### src/rtl/fma32_pkg.sv
// Shared constants and stage-register layouts for the FP32 FMA normalize/round back end.
package fma32_pkg;
    localparam int unsigned ACC_W        = 75;
    localparam int unsigned POINT_POS    = 46;
    localparam int unsigned EXP_W        = 10;
    localparam int unsigned FP32_BIAS    = 127;
    localparam int unsigned FP32_EXP_MAX = 255;

    typedef struct packed {
        logic             sign;
        logic             zero;
        logic [6:0]       lzc;
        logic [10:0]      be;
        logic [ACC_W-1:0] mag;
    } s1_t;

    typedef struct packed {
        logic        sign;
        logic        zero;
        logic        tiny;
        logic        ovf;
        logic [7:0]  exp;
        logic [22:0] frac;
        logic        g;
        logic        r;
        logic        s;
    } s2_t;

    // Rounded magnitude plus the facts the output stage needs to pick the final encoding.
    typedef struct packed {
        logic        sign;
        logic        zero;
        logic        tiny;
        logic        ovf;
        logic        inexact;
        logic [30:0] bits;
    } s3_t;
endpackage

### src/rtl/fma32_norm_round_lzc75.sv
// 75-bit leading-zero counter; reports 75 for an all-zero input.
module lzc75 (
    input  logic [74:0] data,
    output logic [6:0]  count
);
    // Scanning upward lets the highest set bit win.
    always_comb begin
        count = 7'd75;
        for (int i = 0; i < 75; i++) begin
            if (data[i]) count = 7'(74 - i);
        end
    end
endmodule

### src/rtl/fma32_norm_round.sv
// FP32 FMA back end: LZC/normalise, denormalise, round-to-nearest-even and IEEE pack,
// as a valid/ready pipeline of S1, S2, S3 registers followed by a held output register.
module fma32_norm_round
    import fma32_pkg::*;
(
    input  logic             clk,
    input  logic             rst_n,
    input  logic             in_valid,
    output logic             in_ready,
    input  logic             in_sign,
    input  logic [EXP_W-1:0] in_exp,
    input  logic [ACC_W-1:0] in_mag,
    output logic             out_valid,
    input  logic             out_ready,
    output logic [31:0]      out_result,
    output logic             out_overflow,
    output logic             out_underflow,
    output logic             out_inexact
);
    s1_t s1_d, s1_q;
    s2_t s2_d, s2_q;
    s3_t s3_d, s3_q;
    logic v1, v2, v3;
    logic ld1, ld2, ld3, ld_o;
    logic [6:0] lzc;

    logic [ACC_W-1:0]   nm, nm_dn;
    logic [2*ACC_W-1:0] wide;
    logic [10:0]        sh11;
    logic [6:0]         sh;
    logic               tiny;
    logic               round_up;
    logic [30:0]        sum;
    logic [31:0]        res_d;
    logic               ovf_d, unf_d, inx_d;

    lzc75 u_lzc (
        .data  (in_mag),
        .count (lzc)
    );

    assign ld_o     = !out_valid | out_ready;
    assign ld3      = !v3 | ld_o;
    assign ld2      = !v2 | ld3;
    assign ld1      = !v1 | ld2;
    assign in_ready = ld1;

    always_comb begin
        s1_d.sign = in_sign;
        s1_d.zero = (in_mag == '0);
        s1_d.lzc  = lzc;
        s1_d.mag  = in_mag;
        // be = in_exp + (74 - lzc - POINT_POS) + bias
        s1_d.be   = {in_exp[EXP_W-1], in_exp} + 11'(FP32_BIAS + ACC_W - 1 - POINT_POS)
                  - {4'b0, lzc};
    end

    always_comb begin
        nm    = s1_q.mag << s1_q.lzc;
        tiny  = $signed(s1_q.be) <= 11'sd0;
        sh11  = 11'd1 - s1_q.be;
        sh    = (sh11 > 11'(ACC_W)) ? 7'(ACC_W) : sh11[6:0];
        // Low half of the wide shift collects the bits lost to denormalisation.
        wide  = {nm, {ACC_W{1'b0}}} >> sh;
        nm_dn = tiny ? wide[2*ACC_W-1:ACC_W] : nm;

        s2_d.sign = s1_q.sign;
        s2_d.zero = s1_q.zero;
        s2_d.tiny = tiny;
        s2_d.ovf  = !tiny && ($signed(s1_q.be) >= $signed(11'(FP32_EXP_MAX)));
        s2_d.exp  = tiny ? 8'd0 : s1_q.be[7:0];
        s2_d.frac = nm_dn[ACC_W-2:ACC_W-24];
        s2_d.g    = nm_dn[ACC_W-25];
        s2_d.r    = nm_dn[ACC_W-26];
        s2_d.s    = (|nm_dn[ACC_W-27:0]) | (tiny & (|wide[ACC_W-1:0]));
    end

    always_comb begin
        round_up     = s2_q.g & (s2_q.r | s2_q.s | s2_q.frac[0]);
        // A carry out of the fraction bumps the exponent, which is the right answer
        // for both subnormal->normal and normal->next binade.
        sum          = {s2_q.exp, s2_q.frac} + 31'(round_up);
        s3_d.sign    = s2_q.sign;
        s3_d.zero    = s2_q.zero;
        s3_d.tiny    = s2_q.tiny;
        s3_d.ovf     = s2_q.ovf | (sum[30:23] == 8'(FP32_EXP_MAX));
        s3_d.inexact = s2_q.g | s2_q.r | s2_q.s;
        s3_d.bits    = sum;
    end

    always_comb begin
        res_d = {s3_q.sign, s3_q.bits};
        ovf_d = 1'b0;
        unf_d = s3_q.tiny & s3_q.inexact;
        inx_d = s3_q.inexact;
        if (s3_q.zero) begin
            res_d = {s3_q.sign, 31'b0};
            unf_d = 1'b0;
            inx_d = 1'b0;
        end else if (s3_q.ovf) begin
            res_d = {s3_q.sign, 8'hFF, 23'b0};
            ovf_d = 1'b1;
            unf_d = 1'b0;
            inx_d = 1'b1;
        end
    end

    always_ff @(posedge clk or negedge rst_n) begin
        if (!rst_n) begin
            v1            <= 1'b0;
            v2            <= 1'b0;
            v3            <= 1'b0;
            out_valid     <= 1'b0;
            s1_q          <= '0;
            s2_q          <= '0;
            s3_q          <= '0;
            out_result    <= '0;
            out_overflow  <= 1'b0;
            out_underflow <= 1'b0;
            out_inexact   <= 1'b0;
        end else begin
            if (ld1) v1 <= in_valid;
            if (ld1 && in_valid) s1_q <= s1_d;
            if (ld2) v2 <= v1;
            if (ld2 && v1) s2_q <= s2_d;
            if (ld3) v3 <= v2;
            if (ld3 && v2) s3_q <= s3_d;
            if (ld_o) out_valid <= v3;
            if (ld_o && v3) begin
                out_result    <= res_d;
                out_overflow  <= ovf_d;
                out_underflow <= unf_d;
                out_inexact   <= inx_d;
            end
        end
    end
endmodule

### config.mk
export PLATFORM = sky130hd
export DESIGN_NAME = fma32_norm_round
export DESIGN_NICKNAME = d
export VERILOG_FILES = /design/src/rtl/fma32_pkg.sv /design/src/rtl/fma32_norm_round_lzc75.sv /design/src/rtl/fma32_norm_round.sv
export SDC_FILE = /design/constraint.sdc
export NUM_CORES = 1
export LEC_CHECK = 0
export ABC_CLOCK_PERIOD_IN_PS = 6100
export CORE_UTILIZATION = 40
export CTS_BUF_LIST = sky130_fd_sc_hd__clkbuf_2
export CTS_CLUSTER_SIZE = 25
export DETAILED_ROUTE_END_ITERATION = 6
export GPL_ROUTABILITY_DRIVEN = 0
export SETUP_SLACK_MARGIN = 0.4
export SLEW_MARGIN = 20
export SYNTH_ARGS = -nofsm -noshare
export SYNTH_HDL_FRONTEND = slang
export SYNTH_SLANG_ARGS = --single-unit
### constraint.sdc
create_clock -name clk -period 6.1 [get_ports clk]
set_input_delay 1.22 -clock clk [delete_from_list [all_inputs] [get_ports clk]]
set_output_delay 1.22 -clock clk [all_outputs]
set_load 0.005 [all_outputs]
==> metrics.txt, run 1 <==
share of layout cells above drive strength 1 a little under a fifth; worst-path fanout max 35; clk_lat worst skew between 1000 and 1500 ps; design area 25900 µm²; GRT Util Overall between 30% and 40%; CP peak stage delay 600 ps; RSZ-0062 raised after global routing true; top post-synthesis cells by area dfrtp_1 23%, mux4_2 7.1%, mux2i_1 6.7%, mux2_2 6.4%, nand2_1 6.0%; CTS tree built; top cell family by delay on the critical path simple AND/OR/NAND/NOR gates; CTS max path bufs 3; failing checks design-rule violations; via count 25826; Die Ht approximately 240 µm; Nets 3039; crit path launch type flip-flop; CP endpoint kind flip-flop; ys async rst share 100%; hpwl dp a little over 70000 µm; most common library cells after synthesis 367 x nand2_1, 211 x nor2_1, 208 x dfrtp_1, 198 x o21ai_0, 154 x mux2i_1; largest net degree at the start of global routing approximately 120; sequential-to-total area share from yosys stat between 20 and 25%; antenna-violating nets left 0; Row Count between 80 and 90; Post-DP Area approximately 25000 µm²; Initial Util 40.5%; required time worst endpoint 6930 ps; Vias/cell between 6 and 7; Fin Setup TNS 0 ps; DIE WIDTH about 240 µm; area of the mapped netlist approximately 23000 µm²; Routed WL per cell around 26 µm; area grow syn2layout 13.4%; Final Setup Violations 0; total grt overflow 0; initial antenna violation count 5; Slew HR about a fifth; most common cell in the netlist nand2_1; most used flip-flop cell after synthesis dfrtp_1; FF/Latch Area between 5000 and 6000 µm²; WP data arrival roughly 6400 ps; status finished, violations left; pwr dens around 280 nW/µm²; Synth cell types 110; Post-synth EDFFs 0; Slew Limit Fails 0; Ports 127; CTS Sinks 208; syn nets 2918; DRC violations left 3; highest routed layer met5; crit-path cells buf_12 > mux2_2 > mux4_2 > a32oi_1 > nand4_1 > nand3_2 > mux2i_1 > o22ai_1 > a21oi_1 > mux2i_1 > a31oi_1 > nor3_1 > a31oi_1 > nor4_2 > nand3_1 > o211ai_2 > o211ai_1; global-route wire length before repair between 100000 and 150000 µm; fmax 0.178 GHz; Critical-path top delay cell dfrtp_4; Least-Margin Pin Slew about 1200 ps; filler cell count around 5800; Avg Inst Size Synth roughly 8.1 µm²; worst min-delay path class primary input to asynchronous set/reset pin; cell taking the most area after synthesis dfrtp_1; core area ~56000 µm²; min Tclk post-route approximately 5600 ps; DIE AREA 58100 µm²; DRT met1 WL approximately 36000 µm; clk slew on worst S/H paths around 100 ps; Clock Skew between 80 and 90 ps; drt initial violations 4309; fin util a little under half; Cells after Synth 2807; WL met2 41400 µm; #FFs+latches synth roughly 210; Total Wirelength between 90000 and 100000 µm; Hold Fails Final Rpt 0; area occupied by multi-input gates 16500 µm²; max-cap violations 0; leakage power 9.83 nW; CP bufs+invs 1; Root Driver clkbuf_2; PortBufs 126; Overall Power approximately 7.3 mW; vias in the first global route about 24000; Pre-antenna DRT Iters 7; Num CTS Buffers between 50 and 60; fin crit share 92.1%; post-synth top area share between 20% and 30%; worst hold slack about 250 ps; DR WL met3 approximately 12000 µm; Max VDD drop 0.178 mV; classification of the worst setup path flip-flop to flip-flop; worst reg2reg setup slack 480 ps; Synth Warn # 0; H-Tree Depth 2
## state kept, by name (all words and copies together) (netlist names), 32 cells and up
name,flops
s1_q,95
s3_q,36
s2_q,38
out_result,32
## layout by cell type (no fill, tap or decap), types with 23 or more instances in the layout
master and count:
nand2_1 363, nor2_1 206, dfrtp_1 203, o21ai_0 194, buf_4 158, mux2i_1 153
mux2_2 129, a21oi_1 122, nand3_1 121, clkdlybuf4s50_1 121, clkbuf_2 78, nor3_1 74
mux4_2 72, a22oi_1 63, o22ai_1 62, inv_1 49, o211ai_1 43, nor4_1 35
a211oi_1 34, nand4_1 34, o31ai_1 27, nand2b_1 26, and3_1 25, a31oi_1 25
nor2b_1 24, and2_1 24, o221ai_1 23, o21ai_1 23, xor2_1 23
## routing by layer
layer	vias to the layer above	track usage, %
li1	11060	-
met1	12120	40.9
met2	2108	48.6
met3	534	9.54
met4	4	19.7
met5	-	0
## path summary, 6_finish.rpt
| path | from | to | cells past startpoint |
|---|---|---|---|
| worst max-delay path | s1_q[89] | s2_q[0] | 17 |
| worst min-delay path | rst_n | out_result[16] | 1 |
| worst max register to register | s1_q[89] | s2_q[0] | 17 |
| worst min register to register | s3_q[16] | out_result[16] | 2 |
| max in group asynchronous | rst_n | s1_q[18] | 2 |
| min in group clk | s3_q[16] | out_result[16] | 2 |
## area by class of cell
| cell class | instances | share of cell area [%] |
|---|---|---|
| tap | 756 | 3.65 |
| clock buffer | 78 | 1.51 |
| clock inverter | 18 | 0.401 |
| multi-input combinational | 2321 | 63.5 |
| sequential | 208 | 20.1 |
| timing repair buffer | 292 | 10.0 |
| inverter | 51 | 0.739 |
| antenna | 4 | 0.0386 |
## cells by family (layout without fill, tap and decap cells)
logic type,after synthesis,in the layout,share of synthesized area [%]
and+or+nand+nor,1031,1032,21.4
AOI/OAI and AO/OA,861,861,26.1
muxes,365,365,20.8
buffers and inverters,279,439,6.01
DFF,208,208,22.8
xor gates and xnor gates,42,42,1.61
adders and majority gates,21,21,1.18
other,0,4,0
## report_power, final
group	internal, mW	switching [mW]
registers	1.71	0.414
clock network	0.390	0.601
logic	1.62	2.52
total	3.72	3.54
## through the flow
step                setup slack [ps]  std cells
global route                     336       3727
floorplan                        431       2807
global placement               -1050       3619
detailed placement             -1040       3619
CTS                              399       3715
finish                           481       3728
## repair_timing
item                                    in CTS  in global routing
cloned                                       0                  1
buffers inserted                             0                  7
gates resized for setup                     10                 24
pin swaps                                   12                 25
hold buffers                                 0                  0
endpoints found under the hold margin        0                  0
endpoints found under the setup margin       4                  7
Power figures use the tool's default switching activity.
==> run 2: changes to the inputs <==
--- a/config.mk
+++ b/config.mk
@@ -5,7 +5,6 @@
 export SDC_FILE = /design/constraint.sdc
 export NUM_CORES = 1
 export LEC_CHECK = 0
-export ABC_CLOCK_PERIOD_IN_PS = 6100
 export CORE_UTILIZATION = 40
 export CTS_BUF_LIST = sky130_fd_sc_hd__clkbuf_2
 export CTS_CLUSTER_SIZE = 25
==> results of run 2 <==
The final DEF is identical to that of run 1; final timing and power are the same.
